--- config.mk ---
export PLATFORM = sky130hd
export DESIGN_NAME = vga_controller
export DESIGN_NICKNAME = d
export VERILOG_FILES = /design/src/rtl/vga_controller.sv
export SDC_FILE = /design/constraint.sdc
export NUM_CORES = 1
export LEC_CHECK = 0
export ABC_AREA = 1
export BUFFER_PORTS_ARGS = -buffer_cell sky130_fd_sc_hd__buf_2
export CELL_PAD_IN_SITES_DETAIL_PLACEMENT = 0
export CELL_PAD_IN_SITES_GLOBAL_PLACEMENT = 1
export CORE_MARGIN = 2
export CORE_UTILIZATION = 40
export DETAILED_ROUTE_END_ITERATION = 16
export PLACE_DENSITY = 0.86
export SETUP_SLACK_MARGIN = 0.02
export SYNTH_ARGS = -nofsm -noshare
export SYNTH_HDL_FRONTEND = slang
export SYNTH_SLANG_ARGS = --single-unit
export TNS_END_PERCENT = 10
--- constraint.sdc ---
create_clock -name vga_clk -period 2.6 [get_ports vga_clk]
set_clock_uncertainty 0.1 [all_clocks]
set_input_delay 0.39 -clock vga_clk [delete_from_list [all_inputs] [get_ports vga_clk]]
set_output_delay 0.39 -clock vga_clk [all_outputs]
set_load 0.02 [all_outputs]
--- src/rtl/vga_controller.sv ---
// VGA raster timing generator: pixel/line counters with registered sync, blank
// and line/frame pulses aligned to DrawX/DrawY, plus a wrapping frame counter.
`timescale 1ns/1ps
module vga_controller #(
    parameter int H_VISIBLE = 640,
    parameter int H_FP      = 16,
    parameter int H_SYNC    = 96,
    parameter int H_BP      = 48,
    parameter int V_VISIBLE = 480,
    parameter int V_FP      = 10,
    parameter int V_SYNC    = 2,
    parameter int V_BP      = 33
) (
    input  logic        vga_clk,
    input  logic        reset,
    input  logic        run,
    output logic        hs,
    output logic        vs,
    output logic        blank,
    output logic        sync,
    output logic [9:0]  DrawX,
    output logic [9:0]  DrawY,
    output logic        line_start,
    output logic        frame_start,
    output logic [15:0] frame_count
);
    localparam int H_TOTAL = H_VISIBLE + H_FP + H_SYNC + H_BP;
    localparam int V_TOTAL = V_VISIBLE + V_FP + V_SYNC + V_BP;
    localparam int HW = $clog2(H_TOTAL);
    localparam int VW = $clog2(V_TOTAL);

    localparam logic [HW-1:0] H_MAX      = HW'(H_TOTAL - 1);
    localparam logic [HW-1:0] H_VIS      = HW'(H_VISIBLE);
    localparam logic [HW-1:0] H_SYNC_LO  = HW'(H_VISIBLE + H_FP);
    localparam logic [HW-1:0] H_SYNC_HI  = HW'(H_VISIBLE + H_FP + H_SYNC - 1);
    localparam logic [VW-1:0] V_MAX      = VW'(V_TOTAL - 1);
    localparam logic [VW-1:0] V_VIS      = VW'(V_VISIBLE);
    localparam logic [VW-1:0] V_SYNC_LO  = VW'(V_VISIBLE + V_FP);
    localparam logic [VW-1:0] V_SYNC_HI  = VW'(V_VISIBLE + V_FP + V_SYNC - 1);

    logic [HW-1:0] h_q, h_d;
    logic [VW-1:0] v_q, v_d;
    logic          running_q, running_d;
    logic          hs_q, hs_d, vs_q, vs_d, blank_q, blank_d;
    logic          line_start_q, line_start_d, frame_start_q, frame_start_d;
    logic [15:0]   frame_count_q, frame_count_d;

    // running_q distinguishes the resume edge (present origin) from normal advance.
    always_comb begin
        running_d     = run;
        h_d           = '0;
        v_d           = '0;
        frame_count_d = frame_count_q;
        if (run && running_q) begin
            if (h_q == H_MAX) begin
                if (v_q == V_MAX) begin
                    frame_count_d = frame_count_q + 16'd1;
                end else begin
                    v_d = v_q + 1'b1;
                end
            end else begin
                h_d = h_q + 1'b1;
                v_d = v_q;
            end
        end
    end

    // Decode the next counter values so registered outputs line up with DrawX/DrawY.
    always_comb begin
        hs_d          = !(running_d && (h_d >= H_SYNC_LO) && (h_d <= H_SYNC_HI));
        vs_d          = !(running_d && (v_d >= V_SYNC_LO) && (v_d <= V_SYNC_HI));
        blank_d       = running_d && (h_d < H_VIS) && (v_d < V_VIS);
        line_start_d  = running_d && (h_d == '0);
        frame_start_d = running_d && (h_d == '0) && (v_d == '0);
    end

    always_ff @(posedge vga_clk or posedge reset) begin
        if (reset) begin
            h_q           <= '0;
            v_q           <= '0;
            running_q     <= 1'b0;
            hs_q          <= 1'b1;
            vs_q          <= 1'b1;
            blank_q       <= 1'b0;
            line_start_q  <= 1'b0;
            frame_start_q <= 1'b0;
            frame_count_q <= '0;
        end else begin
            h_q           <= h_d;
            v_q           <= v_d;
            running_q     <= running_d;
            hs_q          <= hs_d;
            vs_q          <= vs_d;
            blank_q       <= blank_d;
            line_start_q  <= line_start_d;
            frame_start_q <= frame_start_d;
            frame_count_q <= frame_count_d;
        end
    end

    assign DrawX       = 10'(h_q);
    assign DrawY       = 10'(v_q);
    assign hs          = hs_q;
    assign vs          = vs_q;
    assign blank       = blank_q;
    assign sync        = 1'b0;
    assign line_start  = line_start_q;
    assign frame_start = frame_start_q;
    assign frame_count = frame_count_q;
endmodule
==> flow_summary.toml, run 1 <==
[sta]
slew_violations = 0
slew_headroom_pct = 64.3
rsz0062_at_grt = "false"
final.period_utilization_pct = 79.6
final.setup.tns_ps = 0
hold_viol = 0
fin_crit_ps = 2070
setup_viol = 0
fmax_mhz = 483
tightestPinTransition_ps = 536
fin_ws_ps = 529

[logic_synthesis]
avgSynthCellArea_um2 = 7.50
synth_nets = 348
yosys_warnings = 0
synth_top_cell_by_area = "dfrtp_1"
synth_top_area_share_pct = 39.1
synth_area_um2 = 2560
yosys.cell_types.count = 35
ys_top_cells_by_area = "dfrtp_1 (39%), nand2_1 (14%), inv_1 (7.9%)"
postSynthCellCount = 341
synth_seq_cells = 42
ys_seq_area_share_pct = 41.2

[worst_setup_path]
cp_slowest_stage_delay_ps = 430
crit_arrival_ps = 2200
required_ps = 2730
crit_fanout = 10
slowest_stage = "dfrtp_1"
worstSetupPathType = "reg -> reg"
crit_path_end_kind = "register"
crit_family = "simple AND/OR/NAND/NOR gates"
crit_path_start_kind = "register"
path_buf_inv = 1
worstPathCellList = "ha_1 > nand2_2 > nor2_8 > nand3_4 > nand2_1 > inv_2 > nand2_1 > nand3_1 > nor2_1 > nand3b_1 > nor2_1"

[placed_design]
io_buffers = 43
gp_congestion = 0.832
place_hpwl_um = 4430
pre_cts_ws_ps = 359

[routing]
drtAntennaViolNets = 0
vias = 2255
drc = 0
wl_per_cell_um = 12.4
viasPerCell = 4.84
drt_wl_total_um = 5770
dr.pass1.iters = 4
drt_iter0_drc = 151

[finish]
nFillCells = 648
nNetsFinal = 395
drive_gt1_share_pct = 19.5
antenna_cells = 0
area_growth_pct = 15.7

[global_routing]
antenna_found_initial = 0
grtUsageTotal_pct = 17.0
grt_pass1_vias = 1990
grt_max_degree = 43
grt_pass1_wl_um = 9600
gr-total-overflow = 0

[clock_tree]
clk_path_buf_depth = 2
cts_root_buffer = "clkbuf_8"
postCtsSetupRepairBufs = 0
clock_latency_ps = 290
cts_tree = "built"
clock-sinks = 42
ctsHoldBuffers = 0
post_cts_resize_count = 0
path_clk_slew_ps = 80
numCtsBuffers = 5
htree_levels = 2

[die]
die_area_um2 = 7050
core_um2 = 6280
die_h_um = 84.0
start_util_pct = 40.8
row_count = 29
die_w_um = 84.0
ios = 45

[pwr]
power.leakage_uw = 0.00174
power.total_uw = 1210
peakVddDrop_v = 0.000227
p_per_area_nw_per_um2 = 410

[worst_hold_path]
holdCritPathClass = "in -> async"

[outcome]
outcome = "finished clean"

[job]
cap_violations = 0
-- worst paths after layout --
kind / slack, ps / depth (start not counted) / to / start
max: 530 / 11 / frame_start / DrawX[0]
min: 110 / 3 / DrawX[0] / reset
max reg2reg: 530 / 11 / frame_start / DrawX[0]
min reg2reg: 400 / 1 / frame_count[12] / frame_count[12]
max in group asynchronous: 1910 / 3 / hs / reset
min in group vga_clk: 180 / 1 / running_q / run
-- metal layers --
| layer | global-route usage [%] | wire [um] |
|---|---|---|
| met1 | 23.9 | 2700 |
| met2 | 26.8 | 2700 |
| met3 | 3.46 | 275 |
| met4 | 4.69 | 86 |
| met5 | 0 | 0 |
-- power breakdown --
| part | switching, uW | internal [uW] | total [uW] |
|---|---|---|---|
| Sequential | 3.88 | 658 | 662 |
| Combinational | 34.6 | 9.95 | 44.6 |
| Clock | 220 | 288 | 508 |
-- through the flow --
step | cells | hold WS (ps) | instance area (um^2) | utilization [%]
after floorplan | 341 | 321 | 2560 | -
after global placement | 458 | 384 | 2850 | 45.5
after detailed placement | 458 | 390 | 2850 | 45.5
after CTS | 466 | 129 | 2960 | 47.2
after global routing | 466 | 163 | 2960 | 47.2
final | 466 | 110 | 2960 | 47.2
-- cells in the final DEF (no fill, tap or decap), types with 2 or more instances in the layout --
| cell | instances |
|---|---|
| ha_1 | 4 |
| nand2_1 | 96 |
| nor2_4 | 4 |
| nor2_1 | 37 |
| nand3_2 | 2 |
| dfstp_2 | 2 |
| o21ai_0 | 5 |
| dfrtp_1 | 40 |
| a21oi_1 | 2 |
| nand3_1 | 33 |
| inv_1 | 53 |
| inv_2 | 3 |
| xnor2_1 | 7 |
| nand2_2 | 3 |
| clkbuf_8 | 5 |
| nand4_1 | 10 |
| nor2_2 | 3 |
| clkinv_1 | 2 |
| xor2_1 | 10 |
| buf_2 | 43 |
| nor3_1 | 4 |
| nand3b_1 | 5 |
| clkbuf_1 | 2 |
-- sequential cells by signal (all words and copies together) (netlist names) --
name / cells
DrawX: 10
DrawY: 10
blank: 1
frame_count: 16
frame_start: 1
hs: 1
line_start: 1
running_q: 1
vs: 1
-- worst register-to-register path: stages (launching register included) --
cell      delay [ps]
dfrtp_1          430
ha_1             230
nand2_2          110
nor2_8           180
nand3_4          150
nand2_1          230
inv_2             40
nand2_1          100
nand3_1           80
nor2_1           120
nand3b_1         120
nor2_1           120
-- synth_stat cells, drive strengths merged --
library cell	n
a21oi	2
a31oi	1
buf	3
clkbuf	1
clkinv	2
conb	1
dfrtp	40
dfstp	2
ha	4
inv	57
nand2	100
nand3	36
nand3b	6
nand4	11
nor2	45
nor3	5
nor4	1
o2111ai	1
o21ai	5
or2	1
xnor2	7
xor2	10
-- layout make-up --
cell class	instances	area (um^2)	area share, %
Multi-Input combinational cell	236	1260	42.5
Sequential cell	42	1050	35.6
Timing Repair Buffer	44	223	7.52
Inverter	59	223	7.52
Tap cell	77	96.3	3.25
Clock buffer	7	76.3	2.58
Clock inverter	1	30.0	1.01
-- cells by family (layout without fill, tap and decap cells) --
group           after synthesis  count (layout)  share of synthesized area [%]
simple gates                205             205                           39.3
buf+inv                      63             111                           9.63
flops                        42              42                           41.2
xor+xnor                     17              17                           5.82
compound gates                9               9                           1.96
fa+ha+maj                     4               4                           1.96
other cells                   1               1                          0.147
Note: power is estimated with default switching activity, not from simulation.
==> run 2, diff against run 1 <==
- CORE_UTILIZATION: 40 -> 37
- PLACE_DENSITY: 0.86 -> 0.84
- clock period: 2.6 -> 1.81 ns (I/O delays scaled with it)
==> run 2 against run 1 <==
  * Power up 35%
  * Register-to-register slack worse by 600 ps
  * Routed wire length up 13%
  * The run now ends with negative setup slack left
  * Largest cell class unchanged
  * Clock-buffer cell count down 2
  * Die area up 7.7%
  * Fmax up 9.9%
  * Flip-flop and latch count unchanged
  * Global-route usage up 0.79 points
  * Critical endpoint unchanged
==> flow_summary.toml, run 2 (same netlist as run 1, synthesis figures left out) <==
[outcome]
outcome = "finished, violations left"
violations = "negative setup slack"

[clock_tree]
htree_levels = 2
clock-sinks = 42
clock_latency_ps = 290
cts_root_buffer = "clkbuf_8"
numCtsBuffers = 5
clk_path_buf_depth = 2
path_clk_slew_ps = 80
cts_tree = "built"
ctsHoldBuffers = 0

[global_routing]
grt_pass1_wl_um = 10800
grt_max_degree = 43
grtUsageTotal_pct = 17.8
gr-total-overflow = 0
grt_pass1_vias = 2363
antenna_found_initial = 0

[worst_setup_path]
crit_path_start_kind = "register"
reg2reg_depth = 13
ff2ff_setup_slack_ps = -70
crit_path_end_kind = "register"
r2r-end = "frame_start"
required_ps = 1940
r2r-start = "DrawY[0]"
crit_fanout = 3
crit_arrival_ps = 2010
worstSetupPathType = "reg -> reg"
worstPathCellList = "inv_2 > ha_4 > nand2_2 > nor2_2 > nand3_2 > buf_6 > nand2_2 > nand2_2 > nand3_2 > nand2_1 > nor2_1 > nand3_1 > nor2_1"
crit_top_cell = "nand2_2"
slowest_stage = "dfrtp_2"
cp_slowest_stage_delay_ps = 430

[sta]
rsz0062_at_grt = "true"
fin_crit_ps = 1880
tightestPinTransition_ps = 542
slew_headroom_pct = 63.9
setup_viol = 11
fmax_mhz = 531
fin_ws_ps = -74.7
final.period_utilization_pct = 104
slew_violations = 0
hold_viol = 0

[die]
row_count = 30
start_util_pct = 37.9
die_h_um = 87.2
ios = 45
die_w_um = 87.2
core_um2 = 6760
die_area_um2 = 7600

[finish]
antenna_cells = 0
nNetsFinal = 451
final_common_cell = "nand2_1"
mostFrequentLayoutCells = "nand2_1 (92), buf_4 (54), inv_1 (52)"
final_cell_area_um2 = 3490
area_growth_pct = 36.5
drive_gt1_share_pct = 35.7
largest_reg_flops = 16
fin_cells = 525

[placed_design]
place_area_um2 = 3240
io_buffers = 43
gp_congestion = 0.846
dp_cells = 510
place_hpwl_um = 5050

[routing]
vias = 2484
wl_per_cell_um = 12.4
drc = 0
dr.pass1.iters = 4
viasPerCell = 4.73
drt_wl_total_um = 6540
drtAntennaViolNets = 0
drt_iter0_drc = 121

[pwr]
p_per_area_nw_per_um2 = 469
power.total_uw = 1640
peakVddDrop_v = 0.000366
power.leakage_uw = 0.00201

[job]
cap_violations = 0

[worst_hold_path]
holdCritPathClass = "in -> async"
[run 2: cell types whose count changed in the layout (fill, tap and decap cells not counted), moves of 3 or more]
cell | previous run | this run
buf_4 | 1 | 54
nand3_1 | 33 | 27
nand3_2 | 2 | 8
dfrtp_1 | 40 | 35
dfrtp_2 | 0 | 5
nand2_1 | 96 | 92
buf_6 | 0 | 3
ha_1 | 4 | 1
nand2_2 | 3 | 6
nor2_1 | 37 | 34
[run 2: metal layers]
| metal | global-route usage, % | vias to the layer above | wire [um] |
|---|---|---|---|
| met4 | 4.48 | 0 | 72 |
| met5 | 0 | - | 0 |
| met3 | 2.46 | 7 | 210 |
| met1 | 23.9 | 1180 | 3040 |
| met2 | 30.3 | 37 | 3210 |
| li1 | - | 1260 | - |
[run 2: power by group]
part           total, uW  leakage [uW]  switching (uW)  internal (uW)
clock                602     0.0000441             331            271
sequential           950      0.000552            4.91            945
combinational       83.7       0.00142            56.9           26.7
[run 2: worst max-delay path by stage]
stage | start | end | slack, ps | cells past startpoint
floorplan | DrawX[0] | vs | -20 | 9
global placement | DrawY[0] | frame_count[14] | -140 | 10
detailed placement | DrawY[0] | frame_count[13] | -210 | 11
CTS | DrawY[1] | frame_count[13] | -80 | 11
global route | DrawY[0] | frame_start | -200 | 13
finish | DrawY[0] | frame_start | -70 | 13
[run 2: worst max-delay path, delay by kind of cell (launching register included)]
family | cells | cell delay (ps)
fa+ha+maj | 1 | 150
flops | 1 | 430
simple gates | 10 | 880
buf+inv | 2 | 250
[run 2: what timing repair did]
action	CTS	global route
pin swaps	7	8
gates resized for setup	18	11
setup buffers	5	2
endpoints found under the setup margin	22	24
[run 2: cell type report]
cell class                 instances  area [um^2]
inverter                          59          226
fill                             678         3260
tap                               80          100
timing repair buffer             100          654
sequential                        42         1060
clock buffer                       5         68.8
multi-input combinational        236         1360
clock inverter                     3         21.3
[run 2: stage by stage]
step	hold slack (ps)	TNS (ps)	setup slack (ps)	utilization (%)
floorplan	203	-106	-22.6	-
global placement	327	-1210	-145	48.0
detailed placement	342	-1580	-213	48.0
CTS	22.2	-537	-83.4	50.9
global route	53.4	-2150	-200	51.7
finish	1.46	-328	-74.7	51.7
==> run 3, diff against run 2 <==
- clock period: 1.81 -> 1.6 ns (I/O delays scaled with it)
==> run 3 against run 2 <==
  * The run still ends with negative setup slack left
  * Sequential power is 13% higher
  * Die area stayed put
  * Combinational power is 37% higher
  * Power is 25% higher
  * Register-to-register slack worse by 190 ps
  * Cell area is 9.1% higher
  * Routed wire length is 4.7% higher
  * Flip-flop and latch count stayed put
  * Final cell count is 4.4% higher
  * Global-route usage is 0.76 points higher
  * Clock-buffer cell count stayed put
  * Via count is 3.1% higher
==> flow_summary.toml, run 3 (same netlist as run 1, synthesis figures left out) <==
[placed_design]
gp_congestion = 0.838
place_hpwl_um = 5130
io_buffers = 43
pre_cts_ws_ps = -329

[sta]
final.period_utilization_pct = 117
hold_viol = 0
fin_crit_ps = 1870
fmax_mhz = 535
final.setup.tns_ps = -4810
slew_violations = 0
hold_ws_ps = 104
rsz0062_at_grt = "true"
fin_ws_ps = -268
setup_viol = 28

[routing]
drtAntennaViolNets = 0
drc = 0
dr.pass1.iters = 4
drt_iter0_drc = 96
drt_wl_total_um = 6840
vias = 2561
viasPerCell = 4.67
wl_per_cell_um = 12.5

[finish]
largest_reg_flops = 16
final_common_cell = "nand2_1"
nFillCells = 638
antenna_cells = 0
post-route-util_pct = 56.4
area_growth_pct = 48.9
mostFrequentLayoutCells = "nand2_1 (88), buf_4 (69), inv_1 (47)"
nNetsFinal = 474
drive_gt1_share_pct = 43.2

[die]
ios = 45
row_count = 30
die_h_um = 87.2
die_area_um2 = 7600
die_w_um = 87.2
core_um2 = 6760
start_util_pct = 37.9

[worst_setup_path]
slowest_stage = "dfrtp_2"
required_ps = 1680
path_buf_inv = 3
worstSetupPathType = "reg -> reg"
cp_slowest_stage_delay_ps = 420
crit_family = "simple AND/OR/NAND/NOR gates"
crit_path_start_kind = "register"
ff2ff_setup_slack_ps = -270
crit_top_cell = "buf_4"
worstPathCellList = "inv_2 > ha_4 > nand2_1 > nor2_1 > nand3_2 > nor2_4 > nand2_4 > buf_4 > buf_4 > xnor2_1"
crit_arrival_ps = 1950
crit_fanout = 6
crit_path_end_kind = "register"

[clock_tree]
cts_root_buffer = "clkbuf_8"
htree_levels = 2
clock-sinks = 42
clk_path_buf_depth = 2
clock_latency_ps = 290
cts_tree = "built"
numCtsBuffers = 5
path_clk_slew_ps = 90

[pwr]
peakVddDrop_v = 0.000410
power.leakage_uw = 0.00217
p_per_area_nw_per_um2 = 539
power.total_uw = 2050

[global_routing]
grt_pass1_vias = 2435
grt_pass1_wl_um = 11200
grt_max_degree = 43
antenna_found_initial = 0
grtUsageTotal_pct = 18.6
gr-total-overflow = 0

[outcome]
outcome = "finished, violations left"
violations = "negative setup slack"

[job]
cap_violations = 0

[worst_hold_path]
holdCritPathClass = "in -> reg"
[run 3: cell types whose count changed in the layout (fill, tap and decap cells not counted), moves of 5 or more]
cell     previous run  this run
buf_4              54        69
buf_6               3         9
inv_1              52        47
inv_2               5        10
nand3_1            27        21
nor2_1             34        28
nor2_2              4         9
[run 3: through the flow]
stage / cells / cell area [um^2]
6_report: 548 / 3810
5_1_grt: 548 / 3810
4_1_cts: 548 / 3680
3_5_place_dp: 532 / 3430
3_3_place_gp: 532 / 3430
2_1_floorplan: 341 / 2580
[run 3: routing by layer]
metal / part of all wire (%) / GRT usage [%]
met5: 0 / 0
met3: 3.8 / 3.03
met4: 0.73 / 4.48
met1: 45 / 25.0
met2: 51 / 31.3
[run 3: cell type report]
class / count / area (um^2) / share of cell area, %
Multi-Input combinational cell: 236 / 1450 / 37.9
Tap cell: 80 / 100 / 2.63
Clock inverter: 3 / 43.8 / 1.15
Sequential cell: 42 / 1060 / 27.8
Timing Repair Buffer: 123 / 865 / 22.7
Inverter: 59 / 226 / 5.95
Clock buffer: 5 / 68.8 / 1.81
[run 3: worst paths after layout]
path                       cells past startpoint             from               to
max                                           10         DrawY[0]   frame_count[0]
min                                            2              run        running_q
max reg2reg                                   10         DrawY[0]   frame_count[0]
min reg2reg                                    1  frame_count[14]  frame_count[14]
max in group asynchronous                      4            reset               vs
min in group asynchronous                      4            reset         DrawX[3]
[run 3: power by group]
part | total (uW) | internal, uW | switching, uW
clock network | 862 | 468 | 394
registers | 1070 | 1070 | 5.38
logic | 115 | 42.4 | 72.3
total | 2050 | 1580 | 471
[run 3: what timing repair did]
| action | 4_1_cts | 5_1_grt |
|---|---|---|
| gates resized for setup | 19 | 41 |
| buffers inserted | 7 | 0 |
| hold endpoints to repair | 40 | 0 |
| hold buffers | 1 | 0 |
| pin swaps | 16 | 17 |
| setup endpoints to repair | 35 | 38 |
